===== config.mk =====
export PLATFORM = sky130hd
export DESIGN_NAME = reset_ctrl
export DESIGN_NICKNAME = d
export VERILOG_FILES = /design/src/rtl/reset_ctrl.sv
export SDC_FILE = /design/constraint.sdc
export NUM_CORES = 1
export LEC_CHECK = 0
export CELL_PAD_IN_SITES_DETAIL_PLACEMENT = 1
export CELL_PAD_IN_SITES_GLOBAL_PLACEMENT = 2
export CORE_ASPECT_RATIO = 1.25
export CORE_UTILIZATION = 30
export DETAILED_ROUTE_END_ITERATION = 8
export PLACE_DENSITY = 0.93
export SYNTH_ARGS = -nofsm -noshare
export SYNTH_HDL_FRONTEND = slang
export SYNTH_SLANG_ARGS = --single-unit
export TNS_END_PERCENT = 1

===== constraint.sdc =====
create_clock -name clk -period 3.3 [get_ports clk]
set_input_delay 0.66 -clock clk [delete_from_list [all_inputs] [get_ports clk]]
set_output_delay 0.66 -clock clk [all_outputs]
set_load 0.005 [all_outputs]

===== src/rtl/reset_ctrl.sv =====
// rtl/reset_ctrl.sv - restart sequencer: button/watchdog/software requests to a fixed-length sys_rst
// Records the restart cause and a saturating restart count that survive sys_rst.
module reset_ctrl #(
  parameter int RST_CYCLES   = 16,
  parameter int GUARD_CYCLES = 16,
  parameter int DB_CYCLES    = 50000
) (
  input  logic        clk,
  input  logic        rst,
  input  logic        stb,
  input  logic        we,
  input  logic [15:0] data_in,
  output logic [31:0] data_out,
  output logic        ack,
  input  logic        btn_in,
  input  logic        wd_trig,
  output logic        sys_rst
);

  localparam int TMAX = (RST_CYCLES > GUARD_CYCLES) ? RST_CYCLES : GUARD_CYCLES;
  localparam int TW   = $clog2(TMAX + 1);
  localparam int DW   = $clog2(DB_CYCLES + 1);

  typedef enum logic [1:0] {IDLE, HOLD, GUARD} state_t;

  state_t        state;
  logic [TW-1:0] timer;
  logic [3:0]    cause;
  logic [7:0]    count;
  logic          sync_a, sync_b;
  logic [DW-1:0] db_cnt;
  logic          btn_evt;
  logic          wr, sw_req, clr, req;
  logic [7:0]    count_base;
  logic          busy;
  logic [7:0]    unused_bits;

  assign unused_bits = data_in[15:8];

  // Counter holds at DB_CYCLES so a held button yields exactly one event.
  always_ff @(posedge clk) begin
    if (rst) begin
      sync_a <= 1'b0;
      sync_b <= 1'b0;
      db_cnt <= '0;
    end else begin
      sync_a <= btn_in;
      sync_b <= sync_a;
      if (!sync_b)
        db_cnt <= '0;
      else if (db_cnt != DW'(DB_CYCLES))
        db_cnt <= db_cnt + 1'b1;
    end
  end

  assign btn_evt    = sync_b && (db_cnt == DW'(DB_CYCLES - 1));
  assign wr         = stb & we;
  assign sw_req     = wr & data_in[0];
  assign clr        = wr & data_in[1];
  assign req        = btn_evt | wd_trig | sw_req;
  assign count_base = clr ? 8'd0 : count;

  always_ff @(posedge clk) begin
    if (rst) begin
      state   <= HOLD;
      timer   <= TW'(RST_CYCLES - 1);
      sys_rst <= 1'b1;
      cause   <= 4'b0001;
      count   <= 8'd0;
    end else begin
      count <= count_base;
      case (state)
        IDLE: begin
          if (req) begin
            state   <= HOLD;
            sys_rst <= 1'b1;
            timer   <= TW'(RST_CYCLES - 1);
            cause   <= btn_evt ? 4'b0010 : (wd_trig ? 4'b0100 : 4'b1000);
            count   <= (count_base == 8'hFF) ? 8'hFF : count_base + 8'd1;
          end
        end
        HOLD: begin
          if (timer == '0) begin
            state   <= GUARD;
            sys_rst <= 1'b0;
            timer   <= TW'(GUARD_CYCLES - 1);
          end else begin
            timer <= timer - 1'b1;
          end
        end
        GUARD: begin
          if (timer == '0)
            state <= IDLE;
          else
            timer <= timer - 1'b1;
        end
        default: begin
          state   <= IDLE;
          sys_rst <= 1'b0;
        end
      endcase
    end
  end

  assign busy     = (state != IDLE);
  assign ack      = stb;
  assign data_out = (stb && !we) ? {8'b0, busy, 7'b0, count, 4'b0, cause} : 32'd0;

endmodule


# Yosys cells after proc, flatten, opt, wreduce, memory -nomap -nowiden
# Cells that the tools add are included.
[totals] register_bits=38 inputBits=22 wordCells=57
[classes] reduce_logical=12 eq_ne=9 n_bitwise=7 n_mux=18 n_addsub=3
[op_table] operator="8-bit 2-to-1 mux" n=4
[op_table] operator="24-bit 2-to-1 mux" n=1
[op_table] operator="16-bit by 1-bit adder with 16-bit output (second input constant)" n=1
[op_table] operator="16-bit equality test (second input constant)" n=1
[op_table] operator="16-bit inequality test (second input constant)" n=1
[op_table] operator="5-bit 2-to-1 mux" n=3
[op_table] operator="5-bit one-hot mux with 3 select lines" n=1
[op_table] operator="3-bit AND reduction" n=3
[op_table] operator="8-bit by 1-bit adder with 8-bit output (second input constant)" n=1
[op_table] operator="8-bit equality test (second input constant)" n=1
[op_table] operator="4-bit 2-to-1 mux" n=2
[op_table] operator="2-bit inequality test (second input constant)" n=4
[op_table] operator="2-bit 2-to-1 mux" n=3
[op_table] operator="2-bit one-hot mux with 3 select lines" n=1
[op_table] operator="5-bit zero test" n=1
[op_table] operator="5-bit by 1-bit subtractor with 5-bit output (second input constant)" n=1
[op_table] operator="1-bit bitwise AND" n=3
[op_table] operator="1-bit one-hot mux with 3 select lines" n=1
[op_table] operator="3-bit nonzero test" n=1
[op_table] operator="2-bit by 1-bit equality test with 1-bit output (second input constant)" n=1
[op_table] operator="2-bit equality test (second input constant)" n=1
[op_table] operator="1-bit logical AND" n=2
[op_table] operator="2-bit zero test" n=1
[op_table] operator="1-bit 2-to-1 mux" n=2
[op_table] operator="other kinds (6)" n=8

# Depth between registers and ports, before layout
# Gate-level depths: netlist of run 1.
[depth] depth_word=7 mapped_depth=7

# Least setup slack after synthesis of run 1
# No wires, ideal clock.
[synth_path] path_kind="input -> output" start="input stb" end="output data_out[10]" path_slack_ns=1.448 t_arrival_ns=1.192 path_stages=3 required_time_ns=2.640 path_cell_list="nor2b_1 clkbuf_1 and2_1"
[synth_via] elab_chain_len=2
[synth_rtl] element="start, declared" line="10" text="input logic stb,"
[synth_rtl] element="1-bit logical AND" line="107" text="assign data_out = (stb && !we) ? {8'b0, busy, 7'b0, count, 4'b0, cause} : 32'd0;"
[synth_rtl] element="24-bit 2-to-1 mux" line="107"
[synth_rtl] element="end, declared" line="13" text="output logic [31:0] data_out,"
# No other way between the ends.

# Worst setup path after layout of run 1
[layout_path] start="input stb" end="output data_out[3]"
# The elaborated chain is that of the path after synthesis.

==> summary.md, run 1 <==
| Metric | Value |
|---|---|
| Status | `finished, final reports clean` |
| CP startpoint | `stb` |
| Post-CTS Setup Repair Bufs | `0` |
| Global-route wire length before repair | `8030 um` |
| Number of synthesized flops with an enable pin | `0` |
| Place WS | `0.360 ns` |
| Pwr Density | `351 nW/um^2` |
| Via density | `4.84` |
| CTS hold repair buffers | `0` |
| Cell Area, Synth | `2080 sq um` |
| Total of max-cap violations | `0` |
| Worst-path maximum fanout | `10` |
| Commonest non-fill, non-tap cell in the layout | `dfxtp_1` |
| Largest net degree at the start of global routing | `17` |
| Mux contribution to synthesized area | `0.482%` |
| Setup repair after global routing missed its margin | `false` |
| Final count of negative-setup-slack endpoints | `0` |
| Critical R2R Launch | `db_cnt[1]$_SDFFE_PP0P_` |
| Clk_skew | `0.0162 ns` |
| Drt drc | `0` |
| Worst R2R End | `timer[2]$_SDFFE_PP1P_` |
| FF-to-FF setup slack | `1.07 ns` |
| Mapped Cells | `244` |
| DP HPWL | `3360 um` |
| Clk slew on worst S/H paths | `0.08 ns` |
| Placed Instances | `348` |
| Remaining Overflow, GRT | `0` |
| Hold Vio Cnt, Final | `0` |
| # diodes | `0` |
| CTS Buf Count | `5` |
| Simple-gate share of the synthesized area | `28.2%` |
| Req. time, crit path | `2.64 ns` |
| Nets | `297` |
| TritonCTS clock tree | `done` |
| Die Area | `7270 sq um` |
| Largest family of logic cells by synthesized area | `simple AND/OR/NAND/NOR gates` |
| Clk buf depth | `2` |
| I/O pin total | `56` |
| Fmax | `343 MHz` |
| Synth Area in Compound Gates | `14.9%` |
| Leak | `0.000856 uW` |
| PortBufs | `22` |
| Worst Reg-to-Reg Cells | `6` |
| Clock root buffer | `clkbuf_8` |
| XOR/XNOR share of the synthesized area | `5.06%` |
| Fraction of registers with async set/reset | `0%` |
| Worst vdd ir | `126 uV` |
| Post-route ant nets | `0` |
| Share of cells above drive strength 1 | `7.43%` |
| Setup TNS Final | `0 ns` |
| Post-cts sizing count | `0` |
| Row Count | `33` |
| Most frequent cells in the layout | `38 x dfxtp_1, 22 x nor2_1, 22 x clkdlybuf4s50_1, 19 x nand2_1, 19 x conb_1` |
| Core area | `6650 sq um` |
| Final wirelength | `4510 um` |
| Antenna violations before repair | `0` |
| GP Congestion | `0.785` |
| Area after DPL | `2310 sq um` |
| CP startpoint kind | `input port` |
| Adder-cell share of the synthesized area | `4.21%` |
| Slew HR | `51.5%` |
| DR iter-0 viols | `46` |
| Total Routing Usage GR | `13.6%` |
| Final worst path period need | `2.92 ns` |
| Layout area overhead | `15.5%` |
| Vias in the first global route | `1,703` |
| Fin crit share | `88.4%` |
| Top FF cell, synth | `dfxtp_1` |
| Worst slew pin tran | `0.722 ns` |
| Sequential share of the synthesized area | `36.6%` |
| Worst Setup Path Type | `in2out` |
| Slew Limit Fails | `0` |
| Worst-Skew Late Latency | `0.29 ns` |
| Post-Layout Cell Count | `356` |
| Synth Register Bits | `38` |
| Type of the tightest min-delay check | `reg2reg` |
| Ys Warns | `0` |
| Vias | `1,724` |
| Chip height | `95.1 um` |
| Syn avg cell area | `8.52 sq um` |
| Sink Count | `38` |
| Die W | `76.4 um` |
| Starting Density | `31.3%` |
| Crit path DAT | `2.26 ns` |
| Synth unique cells | `45` |
| Fill cell count | `802` |
| Setup ws final | `0.384 ns` |
| H-Tree Depth | `2` |
| First-pass detailed-route iteration total | `4` |
| CP Capture Point | `data_out[3]` |
| Layout Utilization | `36.1%` |
| Crit path capture type | `output pin` |
| DR WL/cell | `12.7 um` |
| Final Cell Area | `2400 sq um` |
-- cell usage after synthesis (all sizes together) (2+ instances only) --
cell    number  area share (%)
a211oi       4             1.7
o21ai        7             1.7
a31oi        5             1.5
buf         22             8.1
clkbuf       4            0.72
ha           7             4.2
xor2         8             3.4
nor2        22             4.0
o211ai       4             1.7
or3          3            0.90
and3         7             2.1
a21oi       12             3.1
nor2b        5             1.5
nand3       13             3.1
nand2       19             3.4
nand2b       4             1.2
dfxtp       38              37
xnor2        4             1.7
nor3        10             2.4
nor4         2             1.3
a221o        3             1.4
and2        13             3.9
nand4        4             1.2
inv          8             1.4
-- cell families (layout without fill, tap and decap cells) --
| group | after synthesis | in the layout |
|---|---|---|
| other cells | 1 | 19 |
| fa+ha+maj | 7 | 7 |
| mux | 1 | 1 |
| compound gates | 43 | 43 |
| flops | 38 | 38 |
| xor+xnor | 12 | 12 |
| buf+inv | 34 | 41 |
| simple gates | 108 | 108 |
-- sequential cells by signal (all words and copies together), names as in the netlist --
signal and count:
sync_a 1, count 8, sync_b 1, state 2, timer 5, cause 4, db_cnt 16, sys_rst 1
-- report_power, final --
group	internal, uW	switching (uW)	total, uW	leakage [uW]
clock	149	170	319	0.0000452
combinational	24.6	29.8	54.4	0.000503
sequential	464	4.08	468	0.000307
total	638	204	842	0.000856
-- through the flow --
stage | power [uW] | hold slack (ns)
final | 842 | 0.448
after global placement | 532 | 0.428
after detailed placement | 533 | 0.441
after global routing | 888 | 0.487
after floorplan | 526 | 0.414
after CTS | 854 | 0.455
-- critical path, stage by stage --
cell	delay (ns)
clkdlybuf4s50_1	0.51
nor2b_1	0.23
buf_4	0.20
and2_1	0.16
clkdlybuf4s50_1	0.50
-- routing by layer --
layer / part of all wire, % / track usage [%] / routed length (um)
met5: 0 / 0 / 0
met4: 1.0 / 3.85 / 45
met3: 3.9 / 3.35 / 174
met2: 48 / 23.7 / 2160
met1: 47 / 16.6 / 2130
-- worst min-delay path by stage --
stage / from / end / slack [ns] / depth (start not counted)
floorplan: sync_a$_SDFF_PP0_ / sync_b$_SDFF_PP0_ / 0.41 / 1
global placement: sync_a$_SDFF_PP0_ / sync_b$_SDFF_PP0_ / 0.43 / 1
detailed placement: cause[0]$_SDFFE_PP1P_ / cause[0]$_SDFFE_PP1P_ / 0.44 / 2
CTS: cause[0]$_SDFFE_PP1P_ / cause[0]$_SDFFE_PP1P_ / 0.46 / 2
global route: cause[0]$_SDFFE_PP1P_ / cause[0]$_SDFFE_PP1P_ / 0.49 / 2
finish: cause[0]$_SDFFE_PP1P_ / cause[0]$_SDFFE_PP1P_ / 0.45 / 2
-- cell type report --
cell class	count	area (sq um)	area share (%)
clock buffer	6	72.6	3.02
clock inverter	2	13.8	0.574
inverter	8	30.0	1.25
multi-input combinational	190	1170	48.8
sequential	38	761	31.7
tap	87	109	4.54
timing repair buffer	25	243	10.1
Power figures use the tool's default switching activity.
==> run 2: changes to the inputs <==
- CTS_CLUSTER_DIAMETER: not set -> 150
==> results of run 2 <==
No change in the layout: final DEF, timing and power equal those of run 1.
